`src/rtl/his_builder_peak_multi.sv`:
```
// Per-pixel dToF histogram builder with a running peak search and per-frame peak readout.
// Optional HIS_OVERFLOW_FLAG_EN adds a peakOvf output reporting per-pixel bin saturation.
module his_builder_peak_multi #(
  parameter int DATA_W    = 10,
  parameter int BIN_W     = 6,
  parameter int CNT_W     = 8,
  parameter int PIXEL_NUM = 3,
  parameter int SAMP_NUM  = 2,
  parameter int ACQ_NUM   = 2,
  parameter int PIX_W     = (PIXEL_NUM > 1) ? $clog2(PIXEL_NUM) : 1
) (
  input  logic              clk,
  input  logic              res,
  input  logic              wrEn,
  input  logic [DATA_W-1:0] data,
  output logic              ready,
  output logic              peakValid,
  output logic [PIX_W-1:0]  peakPix,
  output logic [BIN_W-1:0]  peakBin,
  output logic [CNT_W-1:0]  peakCnt,
`ifdef HIS_OVERFLOW_FLAG_EN
  output logic              peakOvf,
`endif
  output logic              peakLast
);

  localparam int ADDR_W = PIX_W + BIN_W;
  localparam int DEPTH  = PIXEL_NUM << BIN_W;
  localparam int SAMP_W = (SAMP_NUM > 1) ? $clog2(SAMP_NUM) : 1;
  localparam int ACQ_W  = (ACQ_NUM > 1) ? $clog2(ACQ_NUM) : 1;
  localparam logic [ADDR_W-1:0] LAST_ADDR = ADDR_W'(DEPTH - 1);
  localparam logic [SAMP_W-1:0] LAST_SAMP = SAMP_W'(SAMP_NUM - 1);
  localparam logic [PIX_W-1:0]  LAST_PIX  = PIX_W'(PIXEL_NUM - 1);
  localparam logic [ACQ_W-1:0]  LAST_ACQ  = ACQ_W'(ACQ_NUM - 1);
  localparam logic [CNT_W-1:0]  CNT_MAX   = {CNT_W{1'b1}};

  typedef enum logic [1:0] {CLEAR, ACCUM, DRAIN, READOUT} stateT;

  stateT             state;
  logic [CNT_W-1:0]  mem [DEPTH];
  logic [ADDR_W-1:0] clrAddr;
  logic [SAMP_W-1:0] sampCnt;
  logic [PIX_W-1:0]  pixCnt;
  logic [ACQ_W-1:0]  acqCnt;
  logic              drainCnt;
  logic [PIX_W-1:0]  rdPix;
  logic [PIX_W-1:0]  nxtPix;
  logic              s1Valid;
  logic [ADDR_W-1:0] s1Addr;
  logic [PIX_W-1:0]  s1Pix;
  logic [BIN_W-1:0]  s1Bin;
  logic [CNT_W-1:0]  s1Old;
  logic [CNT_W-1:0]  s1New;
  logic [BIN_W-1:0]  sampBin;
  logic [ADDR_W-1:0] wrAddr;
  logic [CNT_W-1:0]  peakCntR [PIXEL_NUM];
  logic [BIN_W-1:0]  peakBinR [PIXEL_NUM];
`ifdef HIS_OVERFLOW_FLAG_EN
  logic              ovfR [PIXEL_NUM];
`endif
  logic              unusedLowBits;

  assign sampBin       = data[DATA_W-1 -: BIN_W];
  assign unusedLowBits = ^data[DATA_W-BIN_W-1:0];
  assign wrAddr        = {pixCnt, sampBin};
  assign nxtPix        = rdPix + 1'b1;
  assign s1New         = (s1Old == CNT_MAX) ? s1Old : s1Old + 1'b1;

  // Histogram RAM: clear sweep or S1 write-back; the read bypasses a same-address write in flight.
  always_ff @(posedge clk) begin
    if (state == CLEAR)
      mem[clrAddr] <= '0;
    else if (s1Valid)
      mem[s1Addr] <= s1New;
    s1Old <= (s1Valid && (s1Addr == wrAddr)) ? s1New : mem[wrAddr];
  end

  // Frame sequencing, S1 peak tracking and registered readout.
  always_ff @(posedge clk) begin
    if (res) begin
      state     <= CLEAR;
      clrAddr   <= '0;
      sampCnt   <= '0;
      pixCnt    <= '0;
      acqCnt    <= '0;
      drainCnt  <= 1'b0;
      rdPix     <= '0;
      s1Valid   <= 1'b0;
      s1Addr    <= '0;
      s1Pix     <= '0;
      s1Bin     <= '0;
      ready     <= 1'b0;
      peakValid <= 1'b0;
      peakPix   <= '0;
      peakBin   <= '0;
      peakCnt   <= '0;
      peakLast  <= 1'b0;
`ifdef HIS_OVERFLOW_FLAG_EN
      peakOvf   <= 1'b0;
`endif
      for (int i = 0; i < PIXEL_NUM; i++) begin
        peakCntR[i] <= '0;
        peakBinR[i] <= '0;
`ifdef HIS_OVERFLOW_FLAG_EN
        ovfR[i]     <= 1'b0;
`endif
      end
    end else begin
      s1Valid <= 1'b0;
      // Strict compare keeps the bin that reached a tied count first.
      if (s1Valid) begin
        if (s1New > peakCntR[s1Pix]) begin
          peakCntR[s1Pix] <= s1New;
          peakBinR[s1Pix] <= s1Bin;
        end
`ifdef HIS_OVERFLOW_FLAG_EN
        if (s1New == CNT_MAX) ovfR[s1Pix] <= 1'b1;
`endif
      end
      case (state)
        CLEAR: begin
          clrAddr <= clrAddr + 1'b1;
          for (int i = 0; i < PIXEL_NUM; i++) begin
            peakCntR[i] <= '0;
            peakBinR[i] <= '0;
`ifdef HIS_OVERFLOW_FLAG_EN
            ovfR[i]     <= 1'b0;
`endif
          end
          if (clrAddr == LAST_ADDR) begin
            clrAddr <= '0;
            state   <= ACCUM;
            ready   <= 1'b1;
          end
        end
        ACCUM: begin
          if (wrEn) begin
            s1Valid <= 1'b1;
            s1Addr  <= wrAddr;
            s1Pix   <= pixCnt;
            s1Bin   <= sampBin;
            if (sampCnt == LAST_SAMP) begin
              sampCnt <= '0;
              if (pixCnt == LAST_PIX) begin
                pixCnt <= '0;
                if (acqCnt == LAST_ACQ) begin
                  acqCnt   <= '0;
                  state    <= DRAIN;
                  ready    <= 1'b0;
                  drainCnt <= 1'b0;
                end else begin
                  acqCnt <= acqCnt + 1'b1;
                end
              end else begin
                pixCnt <= pixCnt + 1'b1;
              end
            end else begin
              sampCnt <= sampCnt + 1'b1;
            end
          end
        end
        DRAIN: begin
          drainCnt <= 1'b1;
          if (drainCnt) begin
            state     <= READOUT;
            rdPix     <= '0;
            peakValid <= 1'b1;
            peakPix   <= '0;
            peakBin   <= peakBinR[0];
            peakCnt   <= peakCntR[0];
            peakLast  <= (PIXEL_NUM == 1);
`ifdef HIS_OVERFLOW_FLAG_EN
            peakOvf   <= ovfR[0];
`endif
          end
        end
        READOUT: begin
          if (rdPix == LAST_PIX) begin
            peakValid <= 1'b0;
            peakLast  <= 1'b0;
`ifdef HIS_OVERFLOW_FLAG_EN
            peakOvf   <= 1'b0;
`endif
            state     <= CLEAR;
          end else begin
            rdPix     <= nxtPix;
            peakPix   <= nxtPix;
            peakBin   <= peakBinR[nxtPix];
            peakCnt   <= peakCntR[nxtPix];
            peakLast  <= (nxtPix == LAST_PIX);
`ifdef HIS_OVERFLOW_FLAG_EN
            peakOvf   <= ovfR[nxtPix];
`endif
          end
        end
        default: state <= CLEAR;
      endcase
    end
  end

endmodule

```
`config.mk`:
```
export PLATFORM = sky130hd
export DESIGN_NAME = his_builder_peak_multi
export DESIGN_NICKNAME = d
export VERILOG_FILES = /design/src/rtl/his_builder_peak_multi.sv
export SDC_FILE = /design/constraint.sdc
export NUM_CORES = 2
export LEC_CHECK = 0
export CELL_PAD_IN_SITES_DETAIL_PLACEMENT = 0
export CELL_PAD_IN_SITES_GLOBAL_PLACEMENT = 1
export CORE_MARGIN = 2
export CORE_UTILIZATION = 56
export CTS_CLUSTER_SIZE = 10
export DETAILED_ROUTE_END_ITERATION = 16
export GPL_TIMING_DRIVEN = 0
export PLACE_DENSITY_LB_ADDON = 0.1
export SLEW_MARGIN = 20
export SYNTH_ARGS = -nofsm -noshare
export SYNTH_HDL_FRONTEND = slang
export SYNTH_SLANG_ARGS = --single-unit
```
`constraint.sdc`:
```
create_clock -name clk -period 8.4 [get_ports clk]
set_input_delay 1.68 -clock clk [delete_from_list [all_inputs] [get_ports clk]]
set_output_delay 1.68 -clock clk [all_outputs]
set_load 0.02 [all_outputs]
```
==> results.md <==
- **outcome** complete, no violations
- **RSZ-0062 raised after global routing** false
- **number of search-and-repair iterations in the first detailed-routing pass** 6
- **global-route wire length before repair** 290000 um
- **Max Fanout on Critical Path** 10
- **clock tree from TritonCTS** done
- **sinks on the clock net** 1645
- **Area Growth Syn to Fin** 13.9%
- **top cells by area, synth** sky130_fd_sc_hd__edfxtp_1, sky130_fd_sc_hd__mux4_2, sky130_fd_sc_hd__mux2i_1, sky130_fd_sc_hd__dfxtp_1, sky130_fd_sc_hd__nor2_1
- **category of the most critical setup path** primary input to flop
- **Worst setup EP type** flop
- **multiplexer area fraction after synthesis** 16.5%
- **number of slew-limit violations in the final report** 0
- **count of vias placed by the detailed router** 36100
- **sum of net half-perimeters after detailed placement** 145000 um
- **Via density** 7.10
- **maximum level of the CTS H-tree** 4
- **number of ports placed on the die boundary** 32
- **Inserted Clock Buffers** 185
- **Synth warnings** 0
- **first-iteration detailed-routing DRC count** 5725
- **fin crit share** 66.2%
- **ys async rst share** 0%
- **# nets final** 3516
- **cell at the root of the clock tree** sky130_fd_sc_hd__clkbuf_16
- **number of global-route vias before repair** 35000
- **Final WS setup** 2.84 ns
- **Slowest Stage Delay on Critical Path** 0.91 ns
- **number of I/O port buffers** 23
- **static power due to leakage** 20.1 nW
- **Residual DRC** 0
- **post-detailed-routing wire length** 215000 um
- **Worst setup endpoint** s1Old[3]$_DFF_P_
- **antenna violations before repair** 9
- **most used flip-flop cell after synthesis** sky130_fd_sc_hd__edfxtp_1
- **final estimated routing congestion in global placement** 0.959
- **number of hold violations in the final report** 0
- **Clk Latency, worst-skew pair** 0.81 ns
- **Placeable Area** 0.116 mm2
- **die height** 345 um
- **required time reported for the critical path endpoint** 9.05 ns
- **design internal power** 13.6 mW
- **headroom to the max-slew limit** 16.1%
- **setup tns final** 0 ns
- **share of total power consumed by net switching** 23.1%
- **Critical Path Source Type** primary input
- **Pwr Density** 238 mW/mm2
- **flip-flop and latch count after synthesis** 1645
- **synth unique cells** 60
- **Adder-Cell Fraction of Synth Area** 0.308%
- **Gate Count Post-Synth** 3209
- **num rows** 125
- **synthesized netlist net count** 3238
- **Final setup violation count** 0
- **timing-limited maximum frequency** 0.180 GHz
- **maximum number of pins on one net before global-route repair** 41
- **area share of the largest cell type after synthesis** 73.5%
- **most repeated cell in the gate-level netlist after synthesis** sky130_fd_sc_hd__edfxtp_1
- **Post-CTS Setup Repair Bufs** 0
- **remaining number of nets flagged by the antenna check after routing** 0
- **top cells by count, synth** sky130_fd_sc_hd__edfxtp_1, sky130_fd_sc_hd__mux4_2, sky130_fd_sc_hd__nor2_1, sky130_fd_sc_hd__mux2i_1, sky130_fd_sc_hd__nand2_1
- **logic gate share of total power** 7.2%
- **critical-path cell with the highest stage delay** sky130_fd_sc_hd__nand2_1
- **area of the die** 0.119 mm2
- **Post-Layout Inst Area** 0.0741 mm2
- **proportion of synthesized chip area in sequential cells** 75.1%
- **mapped cell area** 0.0651 mm2
- **class of the tightest hold or removal check** flop to flop
- **Post-synth EDFFs** 1592
- **post-synthesis simple-gate area fraction** 3.45%
- **Starting Density** 56.2%
- **start point of the critical path** data[7]
- **worst r2r dst** peakCntR[0][2]$_SDFFCE_PN0P_
- **worst flop-to-flop path startpoint** s1Old[3]$_DFF_P_
- **number of max-capacitance violations reported** 0
- **Overall Power** 17.6 mW
- **switching component of the power** 4.08 mW
- **final critical delay including setup and external delays** 5.56 ns
- **highest ir drop seen on vdd** 240 uV
- **largest area contributor in the synthesized netlist** sky130_fd_sc_hd__edfxtp_1
- **CP Cell Sequence** clkdlybuf4s50_1 -> clkbuf_1 -> clkbuf_1 -> nand2_1 -> a211oi_1 -> nor3_1 -> a22oi_1 -> nand3_1 -> nor3_1 -> a21oi_1
- **Avg Inst Size Synth** 20.3 um2
- **CP Data Arrival Time** 6.21 ns
- **register clock-pin slew on the reported worst setup and hold paths** 0.06 ns
- **xor/xnor share of the synthesized area** 0.242%
- **register-to-register setup slack** 3.62 ns
- **share of final-layout standard cells stronger than drive strength 1** 24.0%
- **DIE WIDTH** 345 um
- **Worst Max-Slew Pin Slew** 1.25 ns
- **sequential cell fraction of total power** 51.6%
- **maximum buffer depth of the clock tree** 3
- **main combinational cell family by area after synthesis** multiplexers
- **sum of overflow across all layers after global routing** 0
- **Clock Power Share** 41.1%
- **Final Skew** 0.0289 ns
- **worst-case setup slack after placement** 1.97 ns
- **area after detailed placement** 0.0689 mm2
- **GRT Total Usage** 36.9%
- **Hold-fix buffers, CTS** 0
- **number of gates given a new drive strength after cts** 0
- **Routed wire per std cell** 42.3 um
- **depth of the most critical reg-to-reg path** 16
- **compound-cell area share of the yosys netlist** 2.48%
-- power groups by stage --
stage / Combinational, mW / Sequential, mW / Clock (mW)
CTS: 1.22 / 9.10 / 7.25
detailed placement: 1.22 / 9.27 / 0
global placement: 1.12 / 9.27 / 0
floorplan: 0.574 / 9.25 / 0
finish: 1.28 / 9.11 / 7.25
global route: 1.28 / 9.11 / 7.57
-- metal layers --
layer | track usage [%] | wire, um | share of wire, %
met1 | 49.3 | 77900 | 36
met2 | 53.7 | 96200 | 45
met3 | 12.5 | 27500 | 13
met4 | 20.8 | 13800 | 6.4
met5 | 0 | 25 | 0.012
-- worst max-delay path, delay by kind of cell --
kind            cells  cell delay, ns
compound gates      3            1.57
buf+inv             3            1.55
simple gates        4            1.37
-- how the worst min path moves through the flow --
stage                                 start                       to  slack (ns)  depth (start not counted)
finish               peakValid$_SDFFE_PP0P_   peakValid$_SDFFE_PP0P_        0.49                          2
global route        peakCnt[4]$_SDFFE_PP0P_  peakCnt[4]$_SDFFE_PP0P_        0.53                          2
CTS                  peakValid$_SDFFE_PP0P_   peakValid$_SDFFE_PP0P_        0.49                          2
detailed placement   peakValid$_SDFFE_PP0P_   peakValid$_SDFFE_PP0P_        0.48                          2
global placement     peakValid$_SDFFE_PP0P_   peakValid$_SDFFE_PP0P_        0.47                          2
floorplan            s1Addr[3]$_SDFFE_PP0P_   s1Addr[3]$_SDFFE_PP0P_        0.48                          2
-- area by class of cell --
type                       count  area [um2]
tap                         1524        1910
antenna                       12        30.0
sequential                  1645       48900
fill                        7855       41600
multi-input combinational   1334       15000
buffer                       195        1170
timing repair buffer          91        1770
inverter                      35         131
clock inverter                13         228
clock buffer                 236        4990
-- state kept, by name, indices dropped and copies added, names as in the netlist, named ones only --
register   cells
sampCnt        1
peakBinR      24
ready          1
drainCnt       1
s1Old          8
peakCntR      32
acqCnt         1
s1Addr         8
pixCnt         2
peakCnt        8
clrAddr        8
peakLast       1
mem         1536
s1Valid        1
peakBin        6
peakValid      1
rdPix          2
state          2
-- stage by stage --
stage	utilization, %	cells	hold slack, ns
6_report	64.0	5085	0.489
2_1_floorplan	-	3209	0.483
3_5_place_dp	59.5	4824	0.477
4_1_cts	64.0	5073	0.487
5_1_grt	64.0	5073	0.530
3_3_place_gp	58.1	4756	0.466
-- kinds of logic (layout without fill, tap and decap cells) --
logic type      count (synthesis)  in the layout
compound gates                238            238
xor+xnor                       18             18
fa+ha+maj                      16             16
buf+inv                       230            570
flops                        1645           1645
mux                           547            547
other cells                     0             12
simple gates                  515            515
-- cells in the final DEF (no fill, tap or decap), drive strengths merged, types with 4 or more instances in the layout --
master	netlist	layout
mux4	416	416
nand3b	8	8
xor2	5	5
nand2	104	104
nor2	265	265
clkinv	0	9
a221oi	5	5
mux2	15	15
nor3b	4	4
nand4	11	11
and2	11	11
o21a	4	4
nand2b	10	10
xnor2	13	13
o221ai	15	15
or3	5	5
nor3	51	51
clkbuf	85	321
edfxtp	1592	1592
a31oi	6	6
a21oi	40	40
diode	0	12
ha	16	16
a22oi	41	41
buf	110	178
o22ai	33	33
dfxtp	53	53
nor2b	9	9
mux2i	116	116
clkdlybuf4s50	0	23
nand3	24	24
a211oi	33	33
o21ai	31	31
inv	35	38
a2111oi	6	6
o31ai	9	9
(Power assumes the default switching activity.)
